### config.mk
export PLATFORM = sky130hd
export DESIGN_NAME = imem_loader
export DESIGN_NICKNAME = d
export VERILOG_FILES = /design/src/rtl/imem_loader.sv
export SDC_FILE = /design/constraint.sdc
export NUM_CORES = 1
export LEC_CHECK = 0
export BUFFER_PORTS_ARGS = -buffer_cell sky130_fd_sc_hd__buf_4
export CORE_MARGIN = 10
export CORE_UTILIZATION = 54
export DETAILED_ROUTE_END_ITERATION = 10
export MAX_ROUTING_LAYER = met4
export PLACE_DENSITY = 0.79
export RECOVER_POWER = 25
export SYNTH_ARGS = -nofsm -noshare
export SYNTH_HDL_FRONTEND = slang
export SYNTH_SLANG_ARGS = --single-unit
### constraint.sdc
create_clock -name SYS_clk -period 2.75 [get_ports SYS_clk]
set_clock_uncertainty 0.05 [all_clocks]
set_input_delay 0.4125 -clock SYS_clk [delete_from_list [all_inputs] [get_ports SYS_clk]]
set_output_delay 0.4125 -clock SYS_clk [all_outputs]
set_load 0.05 [all_outputs]
### src/rtl/imem_loader.sv
// Serial instruction-memory loader: receives a length-prefixed, checksummed
// byte stream, writes it to IMEM as 32-bit words and releases the processor.
module imem_loader #(
   parameter int unsigned ADDR_W = 8
) (
   input  logic              SYS_clk,
   input  logic              SYS_reset,
   input  logic              SYS_load,
   input  logic [31:0]       SYS_pc_val,
   input  logic [7:0]        rx_data,
   input  logic              rx_valid,
   output logic              rx_ready,
   output logic              imem_we,
   output logic [ADDR_W-1:0] imem_waddr,
   output logic [31:0]       imem_wdata,
   output logic              cpu_hold,
   output logic              pc_load,
   output logic [31:0]       pc_init,
   output logic              load_busy,
   output logic              load_err,
   output logic [ADDR_W:0]   words_loaded
);

   localparam int unsigned CNT_W    = ADDR_W + 1;
   localparam logic [31:0] CAPACITY = 32'(1) << ADDR_W;

   typedef enum logic [2:0] {
      IDLE,
      LEN0,
      LEN1,
      DATA,
      CHK,
      DONE,
      ERR
   } state_t;

   state_t state, state_d;

   logic [7:0]        len_lo, len_lo_d;
   logic [15:0]       len, len_d;
   logic [15:0]       len_next;
   logic [1:0]        byte_idx, byte_idx_d;
   logic [23:0]       word_buf, word_buf_d;
   logic [7:0]        csum, csum_d;
   logic              accept;

   logic              rx_ready_d;
   logic              imem_we_d;
   logic [ADDR_W-1:0] imem_waddr_d;
   logic [31:0]       imem_wdata_d;
   logic              cpu_hold_d;
   logic              pc_load_d;
   logic [31:0]       pc_init_d;
   logic              load_busy_d;
   logic              load_err_d;
   logic [CNT_W-1:0]  words_loaded_d;

   // rx_ready is registered from the next state, so it always reflects the current state
   assign accept   = rx_valid & rx_ready;
   assign len_next = {rx_data, len_lo};

   // State register
   always_ff @(posedge SYS_clk) begin
      if (SYS_reset) state <= IDLE;
      else           state <= state_d;
   end

   // Next-state, datapath and next-output logic
   always_comb begin
      state_d        = state;
      len_lo_d       = len_lo;
      len_d          = len;
      byte_idx_d     = byte_idx;
      word_buf_d     = word_buf;
      csum_d         = csum;
      pc_init_d      = pc_init;
      load_err_d     = load_err;
      words_loaded_d = words_loaded;
      imem_we_d      = 1'b0;
      imem_waddr_d   = imem_waddr;
      imem_wdata_d   = imem_wdata;

      case (state)
         IDLE, ERR: begin
            if (SYS_load) begin
               state_d        = LEN0;
               pc_init_d      = SYS_pc_val;
               load_err_d     = 1'b0;
               words_loaded_d = '0;
               byte_idx_d     = '0;
               csum_d         = '0;
               word_buf_d     = '0;
            end
         end
         LEN0: begin
            if (accept) begin
               len_lo_d = rx_data;
               state_d  = LEN1;
            end
         end
         LEN1: begin
            if (accept) begin
               len_d = len_next;
               if ((len_next == 16'd0) || (32'(len_next) > CAPACITY)) begin
                  state_d    = ERR;
                  load_err_d = 1'b1;
               end else begin
                  state_d = DATA;
               end
            end
         end
         DATA: begin
            if (accept) begin
               csum_d     = csum ^ rx_data;
               byte_idx_d = byte_idx + 2'd1;
               case (byte_idx)
                  2'd0: word_buf_d[7:0]   = rx_data;
                  2'd1: word_buf_d[15:8]  = rx_data;
                  2'd2: word_buf_d[23:16] = rx_data;
                  default: begin
                     // Fourth byte completes the word; the write issues next cycle
                     imem_we_d      = 1'b1;
                     imem_waddr_d   = words_loaded[ADDR_W-1:0];
                     imem_wdata_d   = {rx_data, word_buf};
                     words_loaded_d = words_loaded + CNT_W'(1);
                     if ((32'(words_loaded) + 32'd1) == 32'(len)) state_d = CHK;
                  end
               endcase
            end
         end
         CHK: begin
            if (accept) begin
               if (rx_data == csum) begin
                  state_d = DONE;
               end else begin
                  state_d    = ERR;
                  load_err_d = 1'b1;
               end
            end
         end
         DONE:    state_d = IDLE;
         default: state_d = IDLE;
      endcase

      rx_ready_d  = (state_d == LEN0) || (state_d == LEN1) ||
                    (state_d == DATA) || (state_d == CHK);
      load_busy_d = rx_ready_d;
      cpu_hold_d  = (state_d != IDLE);
      pc_load_d   = (state_d == DONE);
   end

   // Datapath and output registers
   always_ff @(posedge SYS_clk) begin
      if (SYS_reset) begin
         len_lo       <= '0;
         len          <= '0;
         byte_idx     <= '0;
         word_buf     <= '0;
         csum         <= '0;
         rx_ready     <= 1'b0;
         imem_we      <= 1'b0;
         imem_waddr   <= '0;
         imem_wdata   <= '0;
         cpu_hold     <= 1'b0;
         pc_load      <= 1'b0;
         pc_init      <= '0;
         load_busy    <= 1'b0;
         load_err     <= 1'b0;
         words_loaded <= '0;
      end else begin
         len_lo       <= len_lo_d;
         len          <= len_d;
         byte_idx     <= byte_idx_d;
         word_buf     <= word_buf_d;
         csum         <= csum_d;
         rx_ready     <= rx_ready_d;
         imem_we      <= imem_we_d;
         imem_waddr   <= imem_waddr_d;
         imem_wdata   <= imem_wdata_d;
         cpu_hold     <= cpu_hold_d;
         pc_load      <= pc_load_d;
         pc_init      <= pc_init_d;
         load_busy    <= load_busy_d;
         load_err     <= load_err_d;
         words_loaded <= words_loaded_d;
      end
   end

endmodule

==> results of run 1 <==
## logic make-up after synthesis
| logic type | Yosys count | synth area share |
|---|---|---|
| adders and majority gates | 5 | 0.0105 |
| xor gates and xnor gates | 13 | 0.0191 |
| DFF | 147 | 0.493 |
| muxes | 8 | 0.0134 |
| buffers and inverters | 68 | 0.0476 |
| and+or+nand+nor | 321 | 0.236 |
| AOI/OAI and AO/OA | 184 | 0.181 |
## per-stage QoR
step	cell area (µm²)	total power, mW
2_1_floorplan	5970	2.57
3_3_place_gp	6960	2.73
3_5_place_dp	6960	2.74
4_1_cts	7530	4.96
5_1_grt	7310	5.05
6_report	7310	4.91
## layout by cell type, fill, tap and decap left out, drive strengths merged, types with 8 or more instances in the layout
master / count
nand2: 190
dfxtp: 147
a21oi: 109
buf: 81
clkbuf: 80
nor2: 71
a22oi: 30
o21ai: 23
inv: 10
nor2b: 10
xor2: 9
nor3: 9
mux2i: 8
## area by class of cell
| type | count | area, µm² |
|---|---|---|
| Tap cell | 140 | 175 |
| Clock buffer | 22 | 433 |
| Timing Repair Buffer | 139 | 838 |
| Sequential cell | 147 | 2940 |
| Clock inverter | 10 | 134 |
| Fill cell | 940 | 3530 |
| Inverter | 10 | 37.5 |
| Multi-Input combinational cell | 531 | 2750 |
## how the worst max path moves through the flow
stage,slack [ns],end,start
CTS,0.31,state[0]$_SDFF_PP0_,words_loaded[1]$_SDFFE_PP0P_
floorplan,0.13,state[0]$_SDFF_PP0_,words_loaded[1]$_SDFFE_PP0P_
global route,0.15,state[0]$_SDFF_PP0_,words_loaded[1]$_SDFFE_PP0P_
finish,0.29,state[0]$_SDFF_PP0_,words_loaded[1]$_SDFFE_PP0P_
global placement,0.36,state[0]$_SDFF_PP0_,words_loaded[1]$_SDFFE_PP0P_
detailed placement,0.33,state[0]$_SDFF_PP0_,words_loaded[1]$_SDFFE_PP0P_
## tightest hold or removal path, delay by kind of cell
family          cells  cell delay (ns)
simple gates        1             0.04
buf+inv             1             0.11
compound gates      1             0.05
## synthesized netlist by cell type, types with 2 or more instances
| cell type | number | area share |
|---|---|---|
| a21oi_1 | 109 | 0.091 |
| xor2_1 | 9 | 0.013 |
| o21ai_1 | 8 | 0.0067 |
| buf_1 | 2 | 0.0013 |
| nor2_1 | 71 | 0.045 |
| o21a_1 | 2 | 0.0025 |
| a22oi_1 | 30 | 0.038 |
| nand4_1 | 5 | 0.0052 |
| nand2_1 | 189 | 0.12 |
| a211oi_1 | 2 | 0.0025 |
| o31a_1 | 2 | 0.0029 |
| a2111oi_0 | 2 | 0.0029 |
| buf_4 | 2 | 0.0025 |
| or2_1 | 2 | 0.0021 |
| inv_1 | 10 | 0.0063 |
| dfxtp_1 | 147 | 0.49 |
| o21ai_0 | 14 | 0.012 |
| nor4_1 | 5 | 0.0052 |
| ha_1 | 5 | 0.010 |
| buf_2 | 11 | 0.0092 |
| nand4b_1 | 2 | 0.0029 |
| nand3b_1 | 3 | 0.0038 |
| xnor2_1 | 4 | 0.0059 |
| or4_1 | 2 | 0.0025 |
| mux2i_1 | 8 | 0.013 |
| and3_1 | 6 | 0.0063 |
| clkbuf_1 | 42 | 0.026 |
| a31oi_1 | 4 | 0.0042 |
| nor2b_1 | 10 | 0.010 |
| nor3_1 | 9 | 0.0075 |
| nand3_1 | 4 | 0.0034 |
## flip-flops by register name, indices dropped and copies added, names as in the netlist, 3 cells and up
signal,cells
len_lo,8
state,3
len,16
csum,8
pc_init,32
word_buf,24
imem_waddr,8
imem_wdata,32
words_loaded,9
## where the power goes
part | total [mW] | switching (mW) | internal [mW]
clock | 2.24 | 0.860 | 1.38
sequential | 2.21 | 0.0320 | 2.17
combinational | 0.471 | 0.343 | 0.128
total | 4.91 | 1.23 | 3.68
## routing by layer
layer	wire length, µm	share of wire	vias to the layer above	track usage
met5	0	0	-	-
met4	482	0.028	0	0.0799
met3	917	0.054	49	0.0482
met2	8740	0.51	183	0.358
met1	6970	0.41	2687	0.237
li1	-	-	2711	-
==> impl_results.md, run 1 <==
* Final Hold Viols at 0
* Max Root-Sink Buffers at 2
* Distinct cell type count after synthesis at 56
* Hold buffers post-CTS at 0
* Antenna violations before repair at 0
* Initial DRC count at 394
* Top cell family by delay on the critical path: simple AND/OR/NAND/NOR gates
* Total nets after synthesis at 795
* Max VDD drop at about 0.00046 V
* Reg2reg end: state[0]$_SDFF_PP0_
* Reg2reg path depth at 7
* Drt pass-1 iters at 6
* CP Data Arrival Time at around 2.8 ns
* Delay of the slowest cell on the worst path at 0.57 ns
* WHS Endpoint: pc_init[4]$_SDFFE_PP0P_
* Synth Cell Area at 5970 µm²
* Synth Flop Type: dfxtp_1
* Pre-CTS setup slack at 0.328 ns
* Seq/Total Area, Yosys at 0.493
* PwrDens at 672 nW/µm²
* Total negative slack at 0 ns
* RSZ-0062 raised after global routing: false
* Worst-Margin Slew at 0.673 ns
* Clock transition at the registers of the reported paths at 0.06 ns
* Hpwl dp at between 10 and 15 mm
* Average cell area after synthesis at around 8 µm²
* DR WL/cell at 17.1 µm
* GP Congestion at ~0.9
* H-tree depth at 4
* CTS tree: done
* Post-route setup slack at 0.295 ns
* Slew Limit Fails at 0
* Final worst path period need at 2.46 ns
* Max_slew headroom at 0.554
* Worst hold stages at 3
* Drt total wl at 17.1 mm
* Chip width at 125 µm
* Port buffer count at 130
* Reg2reg start: words_loaded[1]$_SDFFE_PP0P_
* Mapped Cells at 746
* Synth warn at 0
* Total gr overflow at 0
* First-pass GRT wire length at roughly 27 mm
* Worst path cell trace: ha_1 -> nand3_4 -> o311ai_2 -> nand3_1 -> or4b_4 -> o31ai_2 -> a31oi_1
* CTS Buf Count at 17
* Root Buffer Master: clkbuf_8
* Layout area overhead at 22.5%
* Critical path capture point type: register
* Sink Count at 147
* WP data required at 3.09 ns
* Max-Cap Viols at 0
* GRT Overall Usage at 0.211
* Hold slack at 0.0767 ns
* Number of post-CTS setup repair buffers at 0
* Die height at between 100 and 150 µm
* Tcrit/Tclk final at 0.893
* Crit-path max FO at 8
* Post-cts resize count at 0
* Clock latency on the worst-skew pair at 0.53 ns
* Status: completed
* Critical Path Stages at 7
* DRC Markers at 0
* Vias in the first global route at between 5000 and 6000
* Total number of vias at 5630
* Slowest-stage cell, CP: or4b_4
* Share of cells above drive strength 1 at 0.137
* Hold Crit Class: in2reg
* Post-synth EDFFs at 0
* DP Cell Count at 967
* Initial Util at 0.551
* Die area at 15700 µm²
* # setup viols final at 0
* Hold Startpoint: SYS_pc_val[4]
* Nets@finish at between 800 and 900
* #FFs+latches synth at about 150
* Leak Pwr at 2.75 nW
* DRT antenna net count at 0
* Final non-filler cell total at about 1000
* Crit path buf inv count at 0
* Worst Setup Start Kind: register
* Largest net degree at the start of global routing at 65
* CORE AREA at 10800 µm²
* Ys async rst share at 0
* Setup slack, reg-to-reg at between 0.2 and 0.3 ns
* Fin util at 0.675
* Worst setup path class: reg2reg
* I/O pin total at 131
* Fmax at 407 MHz
* Vias per inst at 5.64
* Row count at 38
* Diode count at 0
Power figures use the tool's default switching activity.
==> inputs of run 2 (changes only) <==
ABC_AREA = 1   (was not set)
PLACE_DENSITY = 0.8   (was 0.79)
SLEW_MARGIN = 15   (was not set)
==> impl_results.md, run 2 <==
* Status: completed
* Seq/Total Area, Yosys at 0.503 (+0.0104)
* Max VDD drop at 0.000476 V (+4.0%)
* Ys async rst share at 0 (unchanged)
* Mapped Cells at 795 (+6.6%)
* Distinct cell type count after synthesis at 30 (-46%)
* Total negative slack at 0 ns (unchanged)
* Synth warn at 0 (unchanged)
* Number of post-CTS setup repair buffers at 0 (unchanged)
* Post-synth EDFFs at 0 (unchanged)
* Layout area overhead at 24.4%
* Vias in the first global route at 5311 (+0.42%)
* Root Buffer Master: clkbuf_8
* Initial Util at 0.561 (+0.0105)
* Commonest non-fill, non-tap cell in the layout: nor2_1
* WP data required at 3.13 ns (+0.04 ns)
* DRT antenna net count at 0 (unchanged)
* Synth Flop Type: dfxtp_1
* Row count at 37 (-2.6%)
* H-tree depth at 4 (unchanged)
* CORE AREA at 10400 µm² (-3.9%)
* Cell area after layout at 7280 µm² (-0.50%)
* First-pass GRT wire length at 25.8 mm (-3.4%)
* Crit-path max FO at 14 (+6)
* Max_slew headroom at 0.342 (-0.211)
* RSZ-0062 raised after global routing: false
* Top cells by count, synth: 177 x nor2_1, 147 x dfxtp_1, 126 x o21ai_0, 105 x nand2_1, 61 x inv_1
* Antenna violations before repair at 0 (unchanged)
* Sink Count at 147 (unchanged)
* Leak Pwr at 3.14 nW (+14%)
* Nets@finish at 964 (+7.7%)
* Hpwl dp at 11.8 mm (+0.54%)
* CTS Buf Count at 17 (unchanged)
* Post-cts resize count at 0 (unchanged)
* Max-Cap Viols at 0 (unchanged)
* Worst setup path class: reg2reg
* Drt pass-1 iters at 5 (-1)
* CTS tree: done
* DP Cell Count at 1032 (+6.7%)
* Clock latency on the worst-skew pair at 0.54 ns (about the same)
* Fillers at 904 (-3.8%)
* Hold Crit Class: in2reg
* Biggest regs: imem_wdata: 32 flops, pc_init: 32 flops, word_buf: 24 flops
* Final worst path period need at 2.25 ns (-0.206 ns)
* Share of cells above drive strength 1 at 0.133 (-0.00483)
* Max Root-Sink Buffers at 2 (unchanged)
* #FFs+latches synth at 147 (unchanged)
* Clock transition at the registers of the reported paths at 0.07 ns (about the same)
* PwrDens at 764 nW/µm² (+14%)
* CP Data Arrival Time at 2.62 ns (-0.18 ns)
* FF/Latch Area at 2940 µm² (unchanged)
* Worst Setup Start Kind: register
* Hold buffers post-CTS at 0 (unchanged)
* Final non-filler cell total at 1064 (+6.5%)
* Worst-Margin Slew at 0.986 ns (+0.313 ns)
* Chip width at 124 µm (-0.87%)
* DP Area at 6900 µm² (-0.86%)
* GRT Overall Usage at 0.214 (+0.00293)
* Area of the multi-input gates at 2500 µm² (-9.1%)
* Port buffer count at 130 (unchanged)
* Average cell area after synthesis at 7.35 µm² (-8.1%)
* Slew Limit Fails at 0 (unchanged)
* Die height at 124 µm (-0.87%)
* Critical path capture point type: register
* DR WL/cell at 15.5 µm (-9.5%)
* GP Congestion at 0.990 (+10%)
* Total gr overflow at 0 (unchanged)
* Largest net degree at the start of global routing at 76 (+17%)
* Most frequent cells in the layout: 177 x nor2_1, 147 x dfxtp_1, 124 x o21ai_0
* Most frequent cell after synthesis: nor2_1
* Dominant cell type by area after synthesis: dfxtp_1
* I/O pin total at 131 (unchanged)
* Die area at 15400 µm² (-1.7%)
* Tcrit/Tclk final at 0.818 (-0.0750)
* Diode count at 0 (unchanged)
* Drt total wl at 16.5 mm (-3.6%)
* Synth area leaders: dfxtp_1 50%, nor2_1 11%, o21ai_0 11%, nand2_1 6.7%, a21oi_1 5.1%
* Vias per inst at 5.33 (-5.4%)
* Fmax at 445 MHz (+9.2%)
* # setup viols final at 0 (unchanged)
* Synth Cell Area at 5850 µm² (-2.1%)
* Synth top area share at 0.503 (+0.0104)
* Final Hold Viols at 0 (unchanged)
* Total number of vias at 5671 (+0.73%)
* Initial DRC count at 547 (+39%)
* Total nets after synthesis at 844 (+6.2%)
* DRC Markers at 0 (unchanged)
==> run 2: critical path, cell delays in order (launching register included) <==
cell and delay, ns:
dfxtp_1 0.42, inv_2 0.10, nor3_4 0.19, inv_2 0.15, nor2_4 0.25, inv_2 0.11
a21oi_4 0.20, clkinv_1 0.33, o21ai_0 0.28, inv_1 0.07
==> run 2: kinds of logic after synthesis <==
| logic type | count (synthesis) | synth area share |
|---|---|---|
| AND/OR/NAND/NOR | 335 | 0.232 |
| AO/OA/AOI/OAI | 204 | 0.183 |
| flip-flops | 147 | 0.503 |
| buffers and inverters | 102 | 0.0689 |
| adder cells (fa/ha/maj) | 5 | 0.0107 |
| XOR/XNOR | 2 | 0.00300 |
==> run 2: path summary, 6_finish.rpt <==
check	start	to	slack (ns)	depth (start not counted)
setup / recovery	state[0]$_SDFF_PP0_	byte_idx[0]$_SDFFE_PP0P_	0.50	9
hold / removal	SYS_pc_val[25]	pc_init[25]$_SDFFE_PP0P_	0.08	3
setup reg to reg	state[0]$_SDFF_PP0_	byte_idx[0]$_SDFFE_PP0P_	0.50	9
hold reg to reg	word_buf[13]$_SDFFE_PP0P_	imem_wdata[13]$_SDFFE_PP0P_	0.42	2
==> run 2: final cells by class <==
| cell class | instances | area share |
|---|---|---|
| Clock inverter | 13 | 0.0205 |
| Multi-Input combinational cell | 546 | 0.344 |
| Timing Repair Buffer | 137 | 0.113 |
| Tap cell | 136 | 0.0234 |
| Sequential cell | 147 | 0.404 |
| Clock buffer | 19 | 0.0607 |
| Inverter | 66 | 0.0340 |
==> run 2: per-stage QoR <==
stage	setup WS (ns)	utilization	hold WS [ns]	total power, mW
global placement	0.517	0.663	0.400	3.32
CTS	0.312	0.719	0.0585	5.62
floorplan	0.487	-	0.380	3.05
finish	0.501	0.698	0.0787	5.56
detailed placement	0.328	0.663	0.399	3.35
global route	0.232	0.698	0.0719	5.78
==> run 2: metal layers <==
layer | GRT usage | vias to the layer above | share of wire
li1 | - | 2834 | -
met1 | 0.260 | 2583 | 0.45
met2 | 0.331 | 231 | 0.46
met3 | 0.0557 | 23 | 0.080
met4 | 0.0899 | 0 | 0.016
met5 | - | - | 0
==> run 2: power by group <==
part | switching, mW | internal (mW)
logic | 0.670 | 0.246
registers | 0.0904 | 2.27
clock network | 0.925 | 1.36
==> inputs of run 3 (changes only) <==
CORE_UTILIZATION = 49   (was 54)
PLACE_DENSITY = 0.76   (was 0.8)
clock period = 1.9 ns   (was 2.75 ns; I/O delays follow)
==> impl_results.md, run 3 (synthesis gave the netlist of run 2 again) <==
* RSZ-0062 raised after global routing: true
* Tcrit/Tclk final at 0.962 (+0.144)
* Fillers at 1038 (+15%)
* Worst setup path class: reg2reg
* Slowest-stage cell, CP: dfxtp_2
* Share of cells above drive strength 1 at 0.204 (+0.0712)
* Leak Pwr at 3.39 nW (+7.9%)
* CTS tree: done
* GP Congestion at 0.862 (-13%)
* Crit. Startpoint: state[1]$_SDFF_PP0_
* Clock transition at the registers of the reported paths at 0.06 ns (about the same)
* Max Root-Sink Buffers at 2 (unchanged)
* Initial DRC count at 420 (-23%)
* Status: completed
* DRC Markers at 0 (unchanged)
* Critical path capture point type: register
* Drt pass-1 iters at 5 (unchanged)
* Total number of vias at 5611 (-1.1%)
* Max VDD drop at 0.000614 V (+29%)
* Row count at 39 (+5.4%)
* Reg2reg path depth at 10 (+1)
* Commonest non-fill, non-tap cell in the layout: nor2_1
* Nets@finish at 1008 (+4.6%)
* Layout area overhead at 32.6%
* Hold slack at 0.0653 ns (-0.0134 ns)
* Total negative slack at 0 ns (unchanged)
* First-pass GRT wire length at 25.4 mm (-1.3%)
* Hpwl dp at 11.4 mm (-3.2%)
* Total gr overflow at 0 (unchanged)
* Final Hold Viols at 0 (unchanged)
* Combinational power share at 0.179 (+0.014)
* DRT antenna net count at 0 (unchanged)
* H-tree depth at 4 (unchanged)
* Hold buffers post-CTS at 0 (unchanged)
* Seq pwr share at 0.421 (-0.004)
* DR WL/cell at 14.4 µm (-7.4%)
* DP Cell Count at 1083 (+4.9%)
* Slew Limit Fails at 0 (unchanged)
* Critical Path Stages at 10 (+1)
* I/O pin total at 131 (unchanged)
* Sink Count at 147 (unchanged)
* # setup viols final at 0 (unchanged)
* Root Buffer Master: clkbuf_16
* CTS Buf Count at 17 (unchanged)
* Most frequent cells in the layout: 172 x nor2_1, 137 x dfxtp_1, 120 x o21ai_0, 120 x buf_4, 98 x nand2_1
* Crit-path max FO at 7 (-7)
* CP Data Arrival Time at 2.08 ns (-0.54 ns)
* Reg2reg end: word_buf[6]$_SDFFE_PP0P_
* Switching Share at 0.295 (-0.00814)
* Die area at 16700 µm² (+8.5%)
* Clock power share at 0.399 (-0.011)
* Switching power at 2.39 mW (+42%)
* Drt total wl at 16.0 mm (-3.0%)
* CORE AREA at 11600 µm² (+11%)
* Fmax at 547 MHz (+23%)
* Antenna violations before repair at 0 (unchanged)
* Crit path buf inv count at 4 (-1)
* CP endpoint: word_buf[6]$_SDFFE_PP0P_
* WP data required at 2.16 ns (-0.97 ns)
* Port buffer count at 130 (unchanged)
* Biggest regs: imem_wdata: 32 flops, pc_init: 32 flops, word_buf: 24 flops
* Max_slew headroom at 0.536 (+0.194)
* Max-Cap Viols at 0 (unchanged)
* Final worst path period need at 1.83 ns (-0.422 ns)
* Vias per inst at 5.03 (-5.6%)
* Reg2reg start: state[1]$_SDFF_PP0_
* CP dominant cell by count: inv_2
* Initial Util at 0.506 (-0.0557)
* Number of post-CTS setup repair buffers at 0 (unchanged)
* Hold Crit Class: in2reg
* Worst-Margin Slew at 0.699 ns (-0.287 ns)
* Worst Setup Start Kind: register
* Final non-filler cell total at 1115 (+4.8%)
* Top cell family by delay on the critical path: compound AO/OA/AOI/OAI gates
* Largest net degree at the start of global routing at 99 (+30%)
* Vias in the first global route at 5145 (-3.1%)
* Worst path cell trace: inv_2 -> nor3_4 -> inv_2 -> nor2_4 -> inv_2 -> a21oi_4 -> o21ai_1 -> buf_4 -> o21ai_0 -> a21oi_1
* Die height at 129 µm (+4.2%)
* Delay of the slowest cell on the worst path at 0.34 ns (-0.08 ns)
* Diode count at 0 (unchanged)
* Clock latency on the worst-skew pair at 0.42 ns (-0.12 ns)
* GRT Overall Usage at 0.193 (-0.0206)
* PwrDens at 1040 nW/µm² (+37%)
* Chip width at 129 µm (+4.2%)
* Setup slack, reg-to-reg at 0.07 ns (-0.43 ns)
* Int Pwr at 5.70 mW (+47%)
==> run 3: worst min-delay path by stage <==
stage	from	end	slack, ns	depth (start not counted)
6_report	SYS_pc_val[12]	pc_init[12]$_SDFFE_PP0P_	0.07	3
5_1_grt	SYS_pc_val[11]	pc_init[11]$_SDFFE_PP0P_	0.06	3
4_1_cts	SYS_pc_val[12]	pc_init[12]$_SDFFE_PP0P_	0.05	3
3_5_place_dp	word_buf[4]$_SDFFE_PP0P_	imem_wdata[4]$_SDFFE_PP0P_	0.40	2
3_3_place_gp	word_buf[1]$_SDFFE_PP0P_	word_buf[1]$_SDFFE_PP0P_	0.39	2
2_1_floorplan	SYS_reset	words_loaded[2]$_SDFFE_PP0P_	0.31	1
==> run 3: worst min-delay path, stage by stage <==
cell	delay, ns
buf_4	0.07
o21ai_0	0.07
nor2_1	0.07
==> run 3: per-stage QoR <==
step	instance area (µm²)	utilization	setup slack [ns]	power, mW
2_1_floorplan	5870	-	-0.0218	4.42
3_3_place_gp	7290	0.630	-0.0197	4.94
3_5_place_dp	7290	0.630	-0.135	4.95
4_1_cts	7880	0.681	0.00320	8.20
5_1_grt	7750	0.670	-0.118	8.43
6_report	7750	0.670	0.0727	8.09
==> run 3: what timing repair did <==
| item | CTS | global route |
|---|---|---|
| pin swaps | 0 | 11 |
| resized for setup | 6 | 25 |
| endpoints found under the setup margin | 11 | 79 |
| cloned | 0 | 0 |
==> run 3: area by class of cell <==
cell class,count,area (µm²),share of cell area
Clock buffer,19,443,0.0571
Clock inverter,13,134,0.0173
Inverter,66,250,0.0323
Multi-Input combinational cell,546,2600,0.335
Sequential cell,147,2960,0.382
Tap cell,143,179,0.0231
Timing Repair Buffer,181,1190,0.153
==> run 3: power groups by stage <==
stage          logic [mW]  registers (mW)  clock network, mW
6_report             1.45            3.40               3.23
5_1_grt              1.59            3.43               3.42
4_1_cts              1.50            3.41               3.29
3_5_place_dp         1.49            3.47                  0
3_3_place_gp         1.48            3.46                  0
2_1_floorplan       0.592            3.83                  0
==> run 3: metal layers <==
| layer | GRT usage | wire length [µm] | vias up |
|---|---|---|---|
| met5 | - | 0 | - |
| met4 | 0.0722 | 330 | 0 |
| met3 | 0.0546 | 1140 | 21 |
| met2 | 0.287 | 7140 | 163 |
| met1 | 0.245 | 7390 | 2497 |
| li1 | - | - | 2930 |
